==> config.mk <==
export PLATFORM = sky130hd
export DESIGN_NAME = stop_watch
export DESIGN_NICKNAME = d
export VERILOG_FILES = /design/src/rtl/stop_watch.sv
export SDC_FILE = /design/constraint.sdc
export NUM_CORES = 1
export LEC_CHECK = 0
export BUFFER_PORTS_ARGS = -buffer_cell sky130_fd_sc_hd__buf_2
export CORE_MARGIN = 4
export CORE_UTILIZATION = 35
export CTS_CLUSTER_SIZE = 28
export DETAILED_ROUTE_END_ITERATION = 10
export PLACE_DENSITY = 0.53
export RECOVER_POWER = 25
export SETUP_SLACK_MARGIN = 0.5
export SLEW_MARGIN = 20
export SYNTH_ARGS = -nofsm -noshare
export SYNTH_HDL_FRONTEND = slang
export SYNTH_SLANG_ARGS = --single-unit
==> constraint.sdc <==
create_clock -name clk -period 2.6 [get_ports clk]
set_input_delay 0.52 -clock clk [delete_from_list [all_inputs] [get_ports clk]]
set_output_delay 0.52 -clock clk [all_outputs]
set_load 0.02 [all_outputs]
==> src/rtl/stop_watch.sv <==
// stop_watch: free-running millisecond counter.
// A prescaler divides clk by CYCLES_PER_MS to produce a one-cycle ms tick,
// and nrms counts those ticks from reset release.
// Optional build macro STOP_WATCH_DAY_WRAP_EN: when defined, nrms wraps after
// one day (0..86_399_999); otherwise nrms wraps modulo 2^32.
module stop_watch #(
  parameter int CYCLES_PER_MS = 50000
) (
  input  logic        clk,
  input  logic        rst,
  output logic [31:0] nrms
);

  // Prescaler must hold 0..CYCLES_PER_MS-1; keep at least one bit so the
  // CYCLES_PER_MS=1 case still has a legal (constant-zero) register.
  localparam int PW = (CYCLES_PER_MS > 1) ? $clog2(CYCLES_PER_MS) : 1;
  localparam logic [PW-1:0] PRESC_LAST = PW'(CYCLES_PER_MS - 1);

`ifdef STOP_WATCH_DAY_WRAP_EN
  localparam logic [31:0] NRMS_LAST = 32'd86_399_999;
`endif

  logic [PW-1:0] presc_q;
  logic [31:0]   nrms_q;
  logic [31:0]   nrms_next;
  logic          ms_tick;

  // The tick is asserted during the cycle whose closing edge completes a
  // millisecond, so nrms updates on that very edge with no extra latency.
  always_comb begin
    ms_tick = (presc_q == PRESC_LAST);
  end

  // Next millisecond value, including the configured wrap point.
  always_comb begin
    nrms_next = nrms_q + 32'd1;
`ifdef STOP_WATCH_DAY_WRAP_EN
    if (nrms_q >= NRMS_LAST) begin
      nrms_next = 32'd0;
    end
`endif
  end

  // Prescaler: counts clk edges within the current millisecond; a reset
  // discards any partial millisecond.
  always_ff @(posedge clk or negedge rst) begin
    if (!rst) begin
      presc_q <= '0;
    end else if (ms_tick) begin
      presc_q <= '0;
    end else begin
      presc_q <= presc_q + PW'(1);
    end
  end

  // Millisecond counter: advances only on the tick edge, holds otherwise.
  always_ff @(posedge clk or negedge rst) begin
    if (!rst) begin
      nrms_q <= 32'd0;
    end else if (ms_tick) begin
      nrms_q <= nrms_next;
    end
  end

  assign nrms = nrms_q;

endmodule

==> summary.md, run 1 <==
| Metric | Value |
|---|---|
| Clk_lat worst skew | `0.30 ns` |
| CP cell instances | `ha_2, nand3_1, or4_4, or4b_4, xnor2_2` |
| Mapped cell area | `2287 um2` |
| Hold buffers post-CTS | `0` |
| Synth top area share | `52.52%` |
| Row Count | `29` |
| Die width | `88.84 um` |
| Top-count cell post-synth | `dfrtp_1` |
| Yosys cell types | `26` |
| Initial antenna violation count | `0` |
| Buffers and inverters on the worst path | `0` |
| First-pass GRT wire length | `8349 um` |
| Maxcap violations | `0` |
| CTS tree | `yes` |
| Final hold violations | `0` |
| Yosys top cell by area | `dfrtp_1` |
| Min-delay worst type | `reg -> reg` |
| Status | `finished clean` |
| # DRC | `0` |
| Pre-CTS WS | `0.5355 ns` |
| Critical Path Sink Type | `flip-flop` |
| Critical Path AT | `2.24 ns` |
| FF+latch count, synth | `48` |
| H-tree depth | `2` |
| Avg WL per Cell | `15.12 um` |
| Synthesis Warnings | `0` |
| Worst-path clk slew | `0.08 ns` |
| Period Utilization, post-route | `78.82%` |
| Min cycle time layout | `2.049 ns` |
| Max incr delay on CP | `0.51 ns` |
| Synth-to-Final Area Change | `17.12%` |
| CTS root buffer | `clkbuf_8` |
| Setup TNS | `0 ns` |
| P_leak | `1.342 nW` |
| Main flop type after synthesis | `dfrtp_1` |
| Power per cell area | `454.7 nW/um2` |
| Placed instance count | `325` |
| Final Worst Setup Slack | `0.5507 ns` |
| Syn avg cell area | `10.74 um2` |
| Worst-Margin Slew | `1.197 ns` |
| Largest net degree at the start of global routing | `49` |
| WL final | `5049 um` |
| Vias in the first global route | `1661` |
| Core Area | `6350 um2` |
| EDFF count, synth | `0` |
| Post-DP HPWL | `3558 um` |
| Post-synth ARST share | `100.0%` |
| Via count | `1712` |
| TritonRoute pass-1 iters | `4` |
| Max-slew headroom | `20.20%` |
| Startpoint types | `flip-flop` |
| R2R Setup Slk | `0.55 ns` |
| Final cell count without fillers | `334` |
| I/O pin count | `34` |
| Post-DRT Antenna Nets | `0` |
| Starting Density | `36.02%` |
| Synthesized Nets | `217` |
| CP Class | `reg -> reg` |
| Port Buffers | `33` |
| GR Overflow Total | `0` |
| Global Route Usage Sum | `13.77%` |
| Peak supply drop | `0.2175 mV` |
| Die area | `7893 um2` |
| Req. time, crit path | `2.79 ns` |
| Max FO, Critical Path | `5` |
| Unrepaired setup endpoints after global routing | `true` |
| Iter 0 DRT Violations | `76` |
| CTS Sinks | `48` |
| Setup violations, final | `0` |
| Register area share after synthesis | `52.52%` |
| Final nets | `260` |
| Slew Limit Fails | `0` |
| Routability cong. | `0.7743` |
| Peak Freq | `0.4880 GHz` |
| Die height | `88.84 um` |
| Layout cells sized above 1 | `21.79%` |
| Fill cell count | `621` |
| Slowest CP cell | `or4_4` |
| Total CTS buffers | `5` |
| Cells after synthesis | `213` |
| Clock buffer depth | `2` |
| Top cells by count, synth | `dfrtp_1, xnor2_1, nand4_1` |
| Leading cell types by total area after synthesis | `dfrtp_1, xnor2_1, xor2_1, nand4_1, nand3_1` |
| Vias/cell | `5.126` |
| Ant. Diodes | `0` |
| Skew final | `0.005399 ns` |
| Family with the most delay on the worst path | `simple AND/OR/NAND/NOR gates` |
[state kept, by name, summed over array words and instances, names as in the netlist]
register,count
presc_q,16
nrms,32
[final timing paths]
kind,cells after the start,start,endpoint
max,5,nrms[0],nrms[24]
min,1,nrms[31],nrms[31]
max reg2reg,5,nrms[0],nrms[24]
min reg2reg,1,nrms[31],nrms[31]
max in group asynchronous,2,rst,nrms[0]
min in group asynchronous,2,rst,presc_q[9]
[through the flow]
step	util, %	power [W]	hold WS [ns]	area (um2)
after floorplan	-	0.0007609	0.2244	2288
after global placement	40.65	0.0007781	0.4515	2581
after detailed placement	40.65	0.0007781	0.4576	2581
after CTS	42.07	0.001246	0.3364	2671
after global routing	42.19	0.001278	0.4934	2679
final	42.19	0.001218	0.4628	2679
[cells in the final DEF, fill, tap and decap left out, types with 2 or more instances in the layout]
cell type | synthesis | routed
nor3_1 | 7 | 7
and3_1 | 11 | 11
nor4bb_1 | 2 | 2
clkbuf_1 | 2 | 2
and4_1 | 2 | 2
inv_1 | 3 | 3
xor2_1 | 18 | 18
clkbuf_8 | 0 | 6
xnor2_1 | 23 | 23
mux2i_1 | 2 | 2
dfrtp_1 | 48 | 47
nor4b_1 | 2 | 2
nor4_1 | 10 | 10
nor2_1 | 15 | 15
nand2_1 | 16 | 16
buf_2 | 2 | 33
buf_4 | 0 | 7
nand4_2 | 2 | 2
nand4_1 | 19 | 19
and2_1 | 3 | 3
nand3_1 | 18 | 18
[logic make-up (layout without fill, tap and decap cells)]
| logic type | after synthesis | after routing | share of synthesized area (%) |
|---|---|---|---|
| and+or+nand+nor | 110 | 110 | 27.19 |
| DFF | 48 | 48 | 52.52 |
| xor gates and xnor gates | 42 | 42 | 16.41 |
| buffers and inverters | 8 | 52 | 1.422 |
| muxes | 3 | 3 | 1.368 |
| adders and majority gates | 2 | 2 | 1.094 |
[power breakdown]
| part | switching [W] | leakage (nW) | internal (W) |
|---|---|---|---|
| Combinational | 0.0000143 | 0.641 | 0.000000977 |
| Sequential | 0 | 0.655 | 0.000746 |
| Clock | 0.000240 | 0.0455 | 0.000217 |
[layout make-up]
cell class / instances / area, um2 / area share, %
Sequential cell: 48 / 1202 / 44.89
Multi-Input combinational cell: 157 / 1056 / 39.42
Timing Repair Buffer: 41 / 222.7 / 8.314
Tap cell: 77 / 96.34 / 3.596
Clock buffer: 8 / 90.09 / 3.363
Inverter: 3 / 11.26 / 0.4204
[routing by layer]
metal  wire length (um)  global-route usage, %  up-vias
li1                   -                      -      850
met1               2621                  20.45      823
met2               2060                  19.23       34
met3                291                  3.724        5
met4                 75                  4.533        0
met5                  0                      0        -
[repair_timing]
item                       4_1_cts  5_1_grt
setup endpoints to repair        0        5
setup buffers                    0        1
resized for setup                0        1
No activity file was read; power rests on OpenSTA's default activity.
==> inputs of run 2 (changes only) <==
--- a/config.mk
+++ b/config.mk
@@ -10,7 +10,7 @@
 export CORE_UTILIZATION = 35
 export CTS_CLUSTER_SIZE = 28
 export DETAILED_ROUTE_END_ITERATION = 10
-export PLACE_DENSITY = 0.53
+export PLACE_DENSITY = 0.55
 export RECOVER_POWER = 25
 export SETUP_SLACK_MARGIN = 0.5
 export SLEW_MARGIN = 20
==> constraint.sdc (replaced) <==
create_clock -name clk -period 1.8 [get_ports clk]
set_input_delay 0.36 -clock clk [delete_from_list [all_inputs] [get_ports clk]]
set_output_delay 0.36 -clock clk [all_outputs]
set_load 0.02 [all_outputs]
==> run 2 against run 1 <==
Net effect: the flow now finishes with violations (setup timing); clock-buffer cell count fell by 1; non-clock buffer count increased by 85; design area up 55%; sequential power up 45%; sequential share of layout area is 15 points lower; total power increased by 43%; combinational power up 74%; cell count is 25% higher; largest power group unchanged.
==> summary.md, run 2 (synthesis gave the netlist of run 1 again) <==
| Metric | Value |
|---|---|
| Status | `finished with violations` |
| Failing checks | `setup timing` |
| M1 wire length | `3184 um` |
| # DRC | `0` |
| Final hold violations | `0` |
| Die height | `88.84 um` |
| Via count | `2107` |
| TritonRoute pass-1 iters | `4` |
| Post-DP HPWL | `4100 um` |
| Period Utilization, post-route | `101.7%` |
| Family with the most delay on the worst path | `simple AND/OR/NAND/NOR gates` |
| Worst-path clk slew | `0.10 ns` |
| Hold buffers post-CTS | `0` |
| Clk_lat worst skew | `0.31 ns` |
| Crit path capture | `nrms[24]` |
| Iter 0 DRT Violations | `85` |
| Final nets | `345` |
| Setup violations, final | `1` |
| Min cycle time layout | `1.830 ns` |
| Peak Freq | `0.5465 GHz` |
| H-tree depth | `2` |
| Starting Density | `36.02%` |
| R2R Setup Slk | `-0.03 ns` |
| Vias/cell | `5.029` |
| DR top layer | `met4` |
| Total length of routed met3 wires | `219 um` |
| Skew final | `0.01578 ns` |
| Buffers and inverters on the worst path | `0` |
| R2R cell count | `4` |
| Final Worst Setup Slack | `-0.02975 ns` |
| Leading cell types in the layout, fill and taps excluded | `buf_6, buf_4, dfrtp_1, nand4_1` |
| Avg WL per Cell | `16.50 um` |
| I/O pin count | `34` |
| Worst-Margin Slew | `1.173 ns` |
| Setup TNS | `-0.02975 ns` |
| CP cell instances | `nand4_4, or4_4, or4b_4, xnor2_2` |
| Initial antenna violation count | `0` |
| Startpoint types | `flip-flop` |
| Routability cong. | `0.8039` |
| Req. time, crit path | `1.98 ns` |
| CTS Sinks | `48` |
| Clock buffer depth | `2` |
| Fill cell count | `459` |
| Layout cells sized above 1 | `59.36%` |
| Post-DRT Antenna Nets | `0` |
| WL final | `6913 um` |
| Maxcap violations | `0` |
| P_leak | `2.079 nW` |
| First-pass GRT wire length | `10160 um` |
| Multi-input logic area | `1494 um2` |
| Max FO, Critical Path | `2` |
| Global Route Usage Sum | `16.84%` |
| Sequential cell area | `1224 um2` |
| Unrepaired setup endpoints after global routing | `true` |
| Commonest non-fill, non-tap cell in the layout | `buf_6` |
| Vias in the first global route | `2082` |
| Crit path launch | `nrms[4]` |
| Max-slew headroom | `21.83%` |
| Ant. Diodes | `0` |
| Reg2reg end | `nrms[24]` |
| Met2 WL post-DR | `3404 um` |
| Critical Path AT | `2.01 ns` |
| Finished Core Util | `65.30%` |
| Slowest CP cell | `or4_4` |
| Row Count | `29` |
| Port Buffers | `33` |
| Slew Limit Fails | `0` |
| Total CTS buffers | `5` |
| Max incr delay on CP | `0.53 ns` |
| Synth-to-Final Area Change | `81.29%` |
| Critical Path Sink Type | `flip-flop` |
| Largest net degree at the start of global routing | `29` |
| CTS root buffer | `clkbuf_8` |
| Power per cell area | `419.9 nW/um2` |
| CTS tree | `yes` |
| Reg-to-Reg Start | `nrms[4]` |
| Max reg flops | `32` |
| Core Area | `6350 um2` |
| Die width | `88.84 um` |
| CP Class | `reg -> reg` |
| Peak supply drop | `0.3320 mV` |
| Min-delay worst type | `in -> async` |
| GR Overflow Total | `0` |
| Die area | `7893 um2` |
| Levels on crit path | `4` |
## run 2: cell types whose count changed in the layout (fill, tap and decap cells not counted), sizes merged
cell,change
clkbuf,+1
buf,+83
clkinv,+1
## run 2: per-layer routing
metal / GRT usage [%] / vias to the layer above
met2: 25.64 / 36
li1: - / 1017
met3: 4.190 / 11
met1: 23.44 / 1043
met4: 5.632 / 0
met5: 0 / -
## run 2: how the worst min path moves through the flow
stage | from | to | cells past startpoint | slack [ns]
2_1_floorplan | rst | nrms[0] | 0 | 0.06
3_3_place_gp | rst | nrms[30] | 1 | 0.35
3_5_place_dp | rst | nrms[30] | 1 | 0.35
4_1_cts | rst | nrms[30] | 1 | 0.02
5_1_grt | rst | nrms[30] | 1 | 0.36
6_report | rst | nrms[30] | 1 | 0.26
## run 2: timing repair
action / 4_1_cts / 5_1_grt
cloned: 1 / 3
pin swaps: 28 / 34
setup buffers: 18 / 22
gates resized for setup: 96 / 63
endpoints found under the setup margin: 67 / 72
## run 2: per-stage QoR
step | total power, W | area, um2 | setup WS (ns) | hold WS [ns] | std cells
2_1_floorplan | 0.001099 | 2437 | -0.1102 | 0.06441 | 213
3_3_place_gp | 0.001128 | 3038 | 0.006201 | 0.3527 | 367
3_5_place_dp | 0.001128 | 3038 | -0.02446 | 0.3542 | 367
4_1_cts | 0.001753 | 3652 | -0.02061 | 0.02028 | 394
5_1_grt | 0.001805 | 4146 | -0.05856 | 0.3634 | 419
6_report | 0.001741 | 4146 | -0.02975 | 0.2641 | 419
## run 2: report_power, final
| group | total (W) | internal (W) | leakage [nW] | switching, W |
|---|---|---|---|---|
| Sequential | 0.00108 | 0.00108 | 0.626 | 0 |
| Combinational | 0.0000266 | 0.00000486 | 1.41 | 0.0000217 |
| Clock | 0.000637 | 0.000274 | 0.0422 | 0.000364 |
| Total | 0.00174 | 0.00136 | 2.08 | 0.000385 |
## run 2: cell type report
cell class	count	share of cell area, %
inverters	3	0.2716
flip-flops and latches	48	29.51
repair buffers	126	29.90
clock buffers	7	1.841
multi-input cells	157	36.03
well taps	77	2.323
clock inverters	1	0.1207
